--- config.mk ---
export PLATFORM = sky130hd
export DESIGN_NAME = door_array_ctrl
export DESIGN_NICKNAME = d
export VERILOG_FILES = /design/src/rtl/door_pkg.sv /design/src/rtl/door_channel.sv /design/src/rtl/door_array_ctrl.sv
export SDC_FILE = /design/constraint.sdc
export NUM_CORES = 1
export LEC_CHECK = 0
export CORE_UTILIZATION = 57
export CTS_CLUSTER_DIAMETER = 100
export DETAILED_ROUTE_END_ITERATION = 8
export PLACE_DENSITY = 0.84
export SLEW_MARGIN = 20
export SYNTH_ARGS = -nofsm -noshare
export SYNTH_HDL_FRONTEND = slang
export SYNTH_HIERARCHICAL = 1
export SYNTH_SLANG_ARGS = --single-unit
--- constraint.sdc ---
create_clock -name clk -period 4.3 [get_ports clk]
set_clock_uncertainty 0.1 [all_clocks]
set_input_delay 0.86 -clock clk [delete_from_list [all_inputs] [get_ports clk]]
set_output_delay 0.86 -clock clk [all_outputs]
set_load 0.005 [all_outputs]
--- src/rtl/door_pkg.sv ---
// Shared state encoding and counter-width helper for the door array controller.
package door_pkg;

  typedef enum logic [1:0] {
    CLOSED  = 2'd0,
    OPENING = 2'd1,
    OPEN    = 2'd2,
    CLOSING = 2'd3
  } door_state_e;

  // Bits needed to hold 0..max_val; never below one so zero-length bounds stay legal.
  function automatic int cnt_width(input int max_val);
    return (max_val < 1) ? 1 : $clog2(max_val + 1);
  endfunction

endpackage

--- src/rtl/door_channel.sv ---
// One door: mat synchroniser + debounce, motion FSM with position/hold counters.
// Outputs are registered from the next state, so they track the state register exactly.
module door_channel
  import door_pkg::*;
#(
  parameter int DEBOUNCE_CYCLES = 4,
  parameter int TRAVEL_CYCLES   = 8,
  parameter int HOLD_CYCLES     = 10
) (
  input  logic clk,
  input  logic rst,
  input  logic sensor_mat,
  input  logic obstruct,
  input  logic lock,
  output logic door_open,
  output logic door_closed,
  output logic motor_up,
  output logic motor_dn,
  output logic reopen
);

  localparam int DW = cnt_width(DEBOUNCE_CYCLES);
  localparam int PW = cnt_width(TRAVEL_CYCLES);
  localparam int HW = cnt_width(HOLD_CYCLES);

  localparam logic [DW-1:0] DEB_LAST = DW'(DEBOUNCE_CYCLES - 1);
  localparam logic [PW-1:0] POS_MAX  = PW'(TRAVEL_CYCLES);
  localparam logic [HW-1:0] HOLD_MAX = HW'(HOLD_CYCLES);

  logic [1:0]    sync;
  logic          demand;
  logic [DW-1:0] deb_cnt;

  door_state_e   state, state_nxt;
  logic [PW-1:0] pos, pos_nxt;
  logic [HW-1:0] hold, hold_nxt;
  logic          wake;
  logic          rev;

  // Demand toggles only after DEBOUNCE_CYCLES consecutive disagreeing samples.
  always_ff @(posedge clk or posedge rst) begin
    if (rst) begin
      sync    <= '0;
      demand  <= 1'b0;
      deb_cnt <= '0;
    end else begin
      sync <= {sync[0], sensor_mat};
      if (sync[1] == demand) begin
        deb_cnt <= '0;
      end else if (deb_cnt == DEB_LAST) begin
        deb_cnt <= '0;
        demand  <= ~demand;
      end else begin
        deb_cnt <= deb_cnt + DW'(1);
      end
    end
  end

  always_comb begin
    state_nxt = state;
    pos_nxt   = pos;
    hold_nxt  = hold;
    rev       = 1'b0;
    wake      = demand | obstruct;
    case (state)
      CLOSED: begin
        if (demand && !lock) state_nxt = OPENING;
      end
      OPENING: begin
        if (pos >= POS_MAX - PW'(1)) begin
          pos_nxt   = POS_MAX;
          hold_nxt  = HOLD_MAX;
          state_nxt = OPEN;
        end else begin
          pos_nxt = pos + PW'(1);
        end
      end
      OPEN: begin
        if (wake)                hold_nxt  = HOLD_MAX;
        else if (hold == '0)     state_nxt = CLOSING;
        else                     hold_nxt  = hold - HW'(1);
      end
      CLOSING: begin
        // Reversal is the safety path: it beats the final step and ignores lock.
        if (wake) begin
          state_nxt = OPENING;
          rev       = 1'b1;
        end else if (pos <= PW'(1)) begin
          pos_nxt   = '0;
          state_nxt = CLOSED;
        end else begin
          pos_nxt = pos - PW'(1);
        end
      end
      default: state_nxt = CLOSED;
    endcase
  end

  always_ff @(posedge clk or posedge rst) begin
    if (rst) begin
      state       <= CLOSED;
      pos         <= '0;
      hold        <= '0;
      door_open   <= 1'b0;
      door_closed <= 1'b1;
      motor_up    <= 1'b0;
      motor_dn    <= 1'b0;
      reopen      <= 1'b0;
    end else begin
      state       <= state_nxt;
      pos         <= pos_nxt;
      hold        <= hold_nxt;
      door_open   <= (state_nxt == OPEN);
      door_closed <= (state_nxt == CLOSED);
      motor_up    <= (state_nxt == OPENING);
      motor_dn    <= (state_nxt == CLOSING);
      reopen      <= rev;
    end
  end

endmodule

--- src/rtl/door_array_ctrl.sv ---
// Array of N_DOORS fully independent door channels sharing only clock and reset.
module door_array_ctrl
  import door_pkg::*;
#(
  parameter int N_DOORS         = 4,
  parameter int DEBOUNCE_CYCLES = 4,
  parameter int TRAVEL_CYCLES   = 8,
  parameter int HOLD_CYCLES     = 10
) (
  input  logic               clk,
  input  logic               rst,
  input  logic [N_DOORS-1:0] sensor_mat,
  input  logic [N_DOORS-1:0] obstruct,
  input  logic [N_DOORS-1:0] lock,
  output logic [N_DOORS-1:0] door_open,
  output logic [N_DOORS-1:0] door_closed,
  output logic [N_DOORS-1:0] motor_up,
  output logic [N_DOORS-1:0] motor_dn,
  output logic [N_DOORS-1:0] reopen
);

  for (genvar i = 0; i < N_DOORS; i++) begin : g_door
    door_channel #(
      .DEBOUNCE_CYCLES(DEBOUNCE_CYCLES),
      .TRAVEL_CYCLES  (TRAVEL_CYCLES),
      .HOLD_CYCLES    (HOLD_CYCLES)
    ) u_door (
      .clk        (clk),
      .rst        (rst),
      .sensor_mat (sensor_mat[i]),
      .obstruct   (obstruct[i]),
      .lock       (lock[i]),
      .door_open  (door_open[i]),
      .door_closed(door_closed[i]),
      .motor_up   (motor_up[i]),
      .motor_dn   (motor_dn[i]),
      .reopen     (reopen[i])
    );
  end

endmodule

==> impl_metrics.toml, run 1 <==
[outcome]
status = "completed"

[finish]
area_delta_synth_final_pct = 14.28
fillers = 585
fin_area_um2 = 4906
drive_gt1_share_pct = 10.00
final_nets = 499
instances_no_fill = 569
antenna_cells = 0

[setup_path]
r2r_cells = 5
critPathSlowestCell = "dfstp_2"
critPathRequiredTime_ns = 3.34
arrival_ns = 1.36
rr_startpoint = "g_door[1].u_door/pos[0]"
endpoint = "door_closed[1]"
critPathBufInv = 1
r2r_slack_ns = 2.28
crit_path_max_incr_delay_ns = 0.52
worstPathCellList = "clkdlybuf4s50_1"
startpoint = "g_door[1].u_door/door_closed"
cp.depth = 1
critical_path.max_fanout = 1
worstReg2RegEnd = "g_door[1].u_door/hold[1]"
cp-start-kind = "register"
crit_type = "register to primary output"
cp_top_family = "flip-flops"
endpoint_kind = "primary output"

[synthesis]
synth_edf_count = 0
synth_most_common_cell = "dfrtp_1"
synthXorXnorAreaFrac_pct = 0.8161
ys_seq_area_share_pct = 49.08
synth_top_family_by_area = "simple AND/OR/NAND/NOR gates"
synth_top_area_cell = "dfrtp_1"
ys_types = 49
ys_top_cells_by_count = "dfrtp_1 (80), nor2_1 (34), inv_1 (33)"
synth_async_sr_flop_share_pct = 100.0
yosysWarningCount = 6
ys.flop_type = "dfrtp_1"
synth_compound_area_share_pct = 17.81
ys_top_cells_by_area = "dfrtp_1 (47%), ha_1 (5.8%), o21ai_0 (3.5%)"
avgSynthCellArea_um2 = 10.08
ys_ff_latch = 84
synth_top_area_share_pct = 46.63
synthesis.area_um2 = 4293
muxShareOfSynthArea_pct = 2.565
synth_fa_ha_area_share_pct = 5.829
synth_nets = 460
yosys.area_share.simple_pct = 20.43
synth_cells = 426

[power]
p_leak_uw = 0.002264
ir_drop_uv = 368.3
internal_power_uw = 2052
p_clk_share_pct = 16.0
p_per_area_nw_per_um2 = 683.2
p_sw_share_pct = 38.76
pwr-share-comb_pct = 43.3
power_frac_seq_pct = 40.7
switchingPower_uw = 1299

[floorplan]
std_cell_rows = 31
die_x_um = 88.79
core_area_um2 = 7253
initial_utilization_pct = 59.19
die_area_um2 = 7883
top_level_ports = 34
die_h_um = 88.79

[detailed_routing]
drt_pass1_iterations = 4
wirelength_mm = 7.674
drc = 0
drtIter0Drc = 133
wl_per_cell_um = 13.49
via_count = 3231
ant_nets = 0
viasPerCell = 5.678

[min_path]
hp-start = "g_door[0].u_door/sync[0]"
min_path_type = "register to register"

[clock_tree]
clk_pin_slew_ns = 0.08
cts_tree = "built"
cts-root-buf = "clkbuf_8"
cts.sinks = 84
cts.htree.levels = 3
ctsHoldBuffers = 0
worstSkewPairLatency_ns = 0.35
cts.path.max_buffers = 2
cts_resized = 0
cts_made_buffers = 9
post-cts-setup-buffers = 0

[global_route]
grt_max_degree = 22
grt_pass1_vias = 3037
grt_util_all_layers_pct = 21.67
overflow = 0
antenna_found_initial = 0
grt_pass1_wl_mm = 13.19

[placement]
dp_hpwl_mm = 5.644
numPortBuffers = 33
pre_cts_ws_ns = 1.743
placed_cells = 553
gp_routability_congestion = 0.8884
placed_area_um2 = 4722

[timing]
worstMarginPinSlew_ns = 0.7811
fin_hold_ws_ns = 0.2505
timing.fmax_mhz = 431.2
slew_violations = 0
max-slew-margin-rel_pct = 47.87
hold_viol_final = 0
finalCriticalPeriod_ns = 2.319
tns_ns = 0
setup_violations = 0
setup_slack_ns = 1.981
grt_setup_unrepaired = "no"
final.period_utilization_pct = 53.94

[run]
maxCapViolCount = 0
==> cells by family after synthesis <==
group | Yosys count
simple gates | 162
compound gates | 109
flops | 84
buf+inv | 38
fa+ha+maj | 20
mux | 9
xor+xnor | 4
==> routing by layer <==
metal / track usage (%) / wire [um]
met5: 0 / 0
met2: 36.92 / 3782
met1: 26.85 / 3515
met4: 8.798 / 106
met3: 4.664 / 270
==> flip-flops by register name (all words and copies together) (netlist names), 8 cells and up <==
register / cells
g_door.u_door/deb_cnt: 12
g_door.u_door/state: 8
g_door.u_door/sync: 8
g_door.u_door/hold: 16
g_door.u_door/pos: 16
==> how the worst min path moves through the flow <==
stage	to	depth (start not counted)
after CTS	g_door[0].u_door/sync[1]	0
after global routing	g_door[0].u_door/sync[1]	0
after detailed placement	g_door[0].u_door/sync[1]	0
after floorplan	g_door[0].u_door/sync[1]	0
final	g_door[0].u_door/sync[1]	0
after global placement	g_door[3].u_door/sync[1]	0
==> per-stage QoR <==
stage | power [uW] | util [%]
after floorplan | 2394 | -
after global placement | 2748 | 65.10
after detailed placement | 2828 | 65.10
after CTS | 3374 | 67.64
after global routing | 3632 | 67.64
final | 3352 | 67.64
==> worst register-to-register path, cell delays in order, from the launching register on <==
cell and delay (ns):
dfrtp_1 0.45, ha_1 0.29, nand2_2 0.10, a311oi_2 0.37, a21bo_2 0.30, mux2_4 0.30
==> layout by cell type (no fill, tap or decap), drive strengths merged, types with 2 or more instances in the layout <==
cell type      count
o31a               3
nand2             35
or2                3
a21oi             13
nor2b             10
a31oi             14
a311oi             3
mux2i              2
nand3              4
clkbuf            11
dfstp              4
and3b              3
nand2b             8
and2               6
inv               33
a21bo              3
o311ai             3
and3               8
o31ai              2
o221ai             2
clkinv             3
or3                7
nand3b             7
ha                20
nor3              20
a21o              15
nor3b             15
a221oi             3
clkdlybuf4s50     33
a22o               2
a21boi             6
nor2              34
o21ai             34
mux2               7
dfrtp             80
xnor2              4
==> cell type report <==
type / instances / area (um^2) / area share [%]
tap: 99 / 123.9 / 2.525
inverter: 33 / 123.9 / 2.525
multi-input combinational: 304 / 2037 / 41.52
clock buffer: 11 / 131.4 / 2.678
clock inverter: 5 / 52.55 / 1.071
timing repair buffer: 33 / 330.3 / 6.733
sequential: 84 / 2107 / 42.95
==> power groups by stage <==
stage / Combinational, uW / Sequential (uW) / Clock (uW)
after global routing: 1630 / 1410 / 583
after CTS: 1460 / 1360 / 552
after detailed placement: 1450 / 1380 / 0
after global placement: 1390 / 1360 / 0
after floorplan: 1120 / 1270 / 0
final: 1450 / 1360 / 535
No activity file was read; power rests on OpenSTA's default activity.
==> run 2: changes to the inputs <==
clock period = 2.3 ns   (was 4.3 ns; I/O delays follow)
==> impl_metrics.toml, run 2 (synthesis gave the netlist of run 1 again) <==
[power]
switchingPower_uw = 2463
p_clk_share_pct = 18.5
power_frac_seq_pct = 39.1
internal_power_uw = 4093
p_sw_share_pct = 37.57
p_per_area_nw_per_um2 = 1310
p_leak_uw = 0.002319
ir_drop_uv = 755.7
pwr-share-comb_pct = 42.4

[finish]
final_cell_mix = "dfrtp_1 (80), nor2_1 (34), inv_1 (33), clkdlybuf4s50_1 (33), nand2_1 (31)"
largestRegisters = "g_door.u_door/hold: 16 flops, g_door.u_door/pos: 16 flops, g_door.u_door/deb_cnt: 12 flops"
area_delta_synth_final_pct = 16.58
drive_gt1_share_pct = 11.13
antenna_cells = 0
final_nets = 506
post-route-util_pct = 69.00
layout_commonest_cell = "dfrtp_1"

[setup_path]
critPathRequiredTime_ns = 2.43
crit_path_max_incr_delay_ns = 0.46
arrival_ns = 2.17
endpoint_kind = "register"
worstPathCellList = "ha_1 > nand2_2 > a311oi_2 > a21bo_2 > mux2_4"
cp_top_family = "compound AO/OA/AOI/OAI gates"
cp-start-kind = "register"
critPathSlowestCell = "dfrtp_1"
critical_path.max_fanout = 7
crit_type = "register to register"
critPathBufInv = 0

[global_route]
grt_pass1_vias = 3239
grt_pass1_wl_mm = 14.12
grt_max_degree = 22
antenna_found_initial = 0
overflow = 0
grt_util_all_layers_pct = 23.24

[run]
maxCapViolCount = 0

[floorplan]
top_level_ports = 34
die_h_um = 88.79
initial_utilization_pct = 59.19
core_area_um2 = 7253
std_cell_rows = 31
die_area_um2 = 7883
die_x_um = 88.79

[timing]
worstMarginPinSlew_ns = 0.5263
grt_setup_unrepaired = "no"
hold_viol_final = 0
timing.fmax_mhz = 491.4
final.period_utilization_pct = 88.47
setup_violations = 0
finalCriticalPeriod_ns = 2.035
tns_ns = 0
max-slew-margin-rel_pct = 64.91
slew_violations = 0
fin_hold_ws_ns = 0.2493

[detailed_routing]
drtIter0Drc = 200
highest-signal-layer = "met4"
wirelength_mm = 8.214
drc = 0
wl_met2_mm = 4.200
route.met3.wl_um = 286
viasPerCell = 5.710
drt_pass1_iterations = 4
via_count = 3283
wl_per_cell_um = 14.29
ant_nets = 0
wl_met1_mm = 3.653

[clock_tree]
cts_made_buffers = 9
cts.htree.levels = 3
cts.sinks = 84
clk_pin_slew_ns = 0.09
cts-root-buf = "clkbuf_8"
cts_tree = "built"
cts.path.max_buffers = 2
post-cts-setup-buffers = 0
cts_resized = 0
worstSkewPairLatency_ns = 0.35
ctsHoldBuffers = 0

[placement]
numPortBuffers = 33
gp_routability_congestion = 0.9026
dp_hpwl_mm = 5.947

[min_path]
min_path_type = "register to register"

[outcome]
status = "completed"
## run 2: stage by stage
stage                     instance area (um^2)  power (uW)  cells  setup WS, ns
after floorplan                           4293        4476    426        0.5053
after global placement                    4775        5170    560        0.2430
after detailed placement                  4775        5354    560        0.1660
after CTS                                 5005        6596    575        0.2769
after global routing                      5005        7087    575        0.1648
final                                     5005        6556    575        0.2651
## run 2: layout make-up
| type | instances | area, um^2 |
|---|---|---|
| Clock buffer | 11 | 131.4 |
| Fill cell | 559 | 2248 |
| Sequential cell | 84 | 2107 |
| Timing Repair Buffer | 40 | 382.9 |
| Multi-Input combinational cell | 304 | 2037 |
| Tap cell | 99 | 123.9 |
| Clock inverter | 4 | 98.84 |
| Inverter | 33 | 123.9 |
## run 2: power groups by stage
stage | combinational [uW] | clock, uW | sequential [uW]
floorplan | 2100 | 0 | 2380
global placement | 2630 | 0 | 2540
detailed placement | 2780 | 0 | 2580
CTS | 2790 | 1250 | 2550
global route | 3120 | 1320 | 2640
finish | 2780 | 1210 | 2560
## run 2: metal layers
layer  vias to the layer above  GRT usage, %
met5                         -             0
met4                         0         8.358
met3                         6         5.317
met2                        78         40.21
met1                      1595         28.53
li1                       1604             -
## run 2: path summary, 6_finish.rpt
kind / start / to / slack [ns] / depth (start not counted)
hold / removal: g_door[0].u_door/sync[0] / g_door[0].u_door/sync[1] / 0.25 / 0
setup reg to reg: g_door[2].u_door/pos[0] / g_door[2].u_door/hold[1] / 0.27 / 5
min in group asynchronous: rst / g_door[0].u_door/deb_cnt[0] / 0.49 / 3
setup / recovery: g_door[2].u_door/pos[0] / g_door[2].u_door/hold[1] / 0.27 / 5
max in group asynchronous: rst / g_door[0].u_door/door_closed / 1.32 / 3
hold reg to reg: g_door[0].u_door/sync[0] / g_door[0].u_door/sync[1] / 0.25 / 0
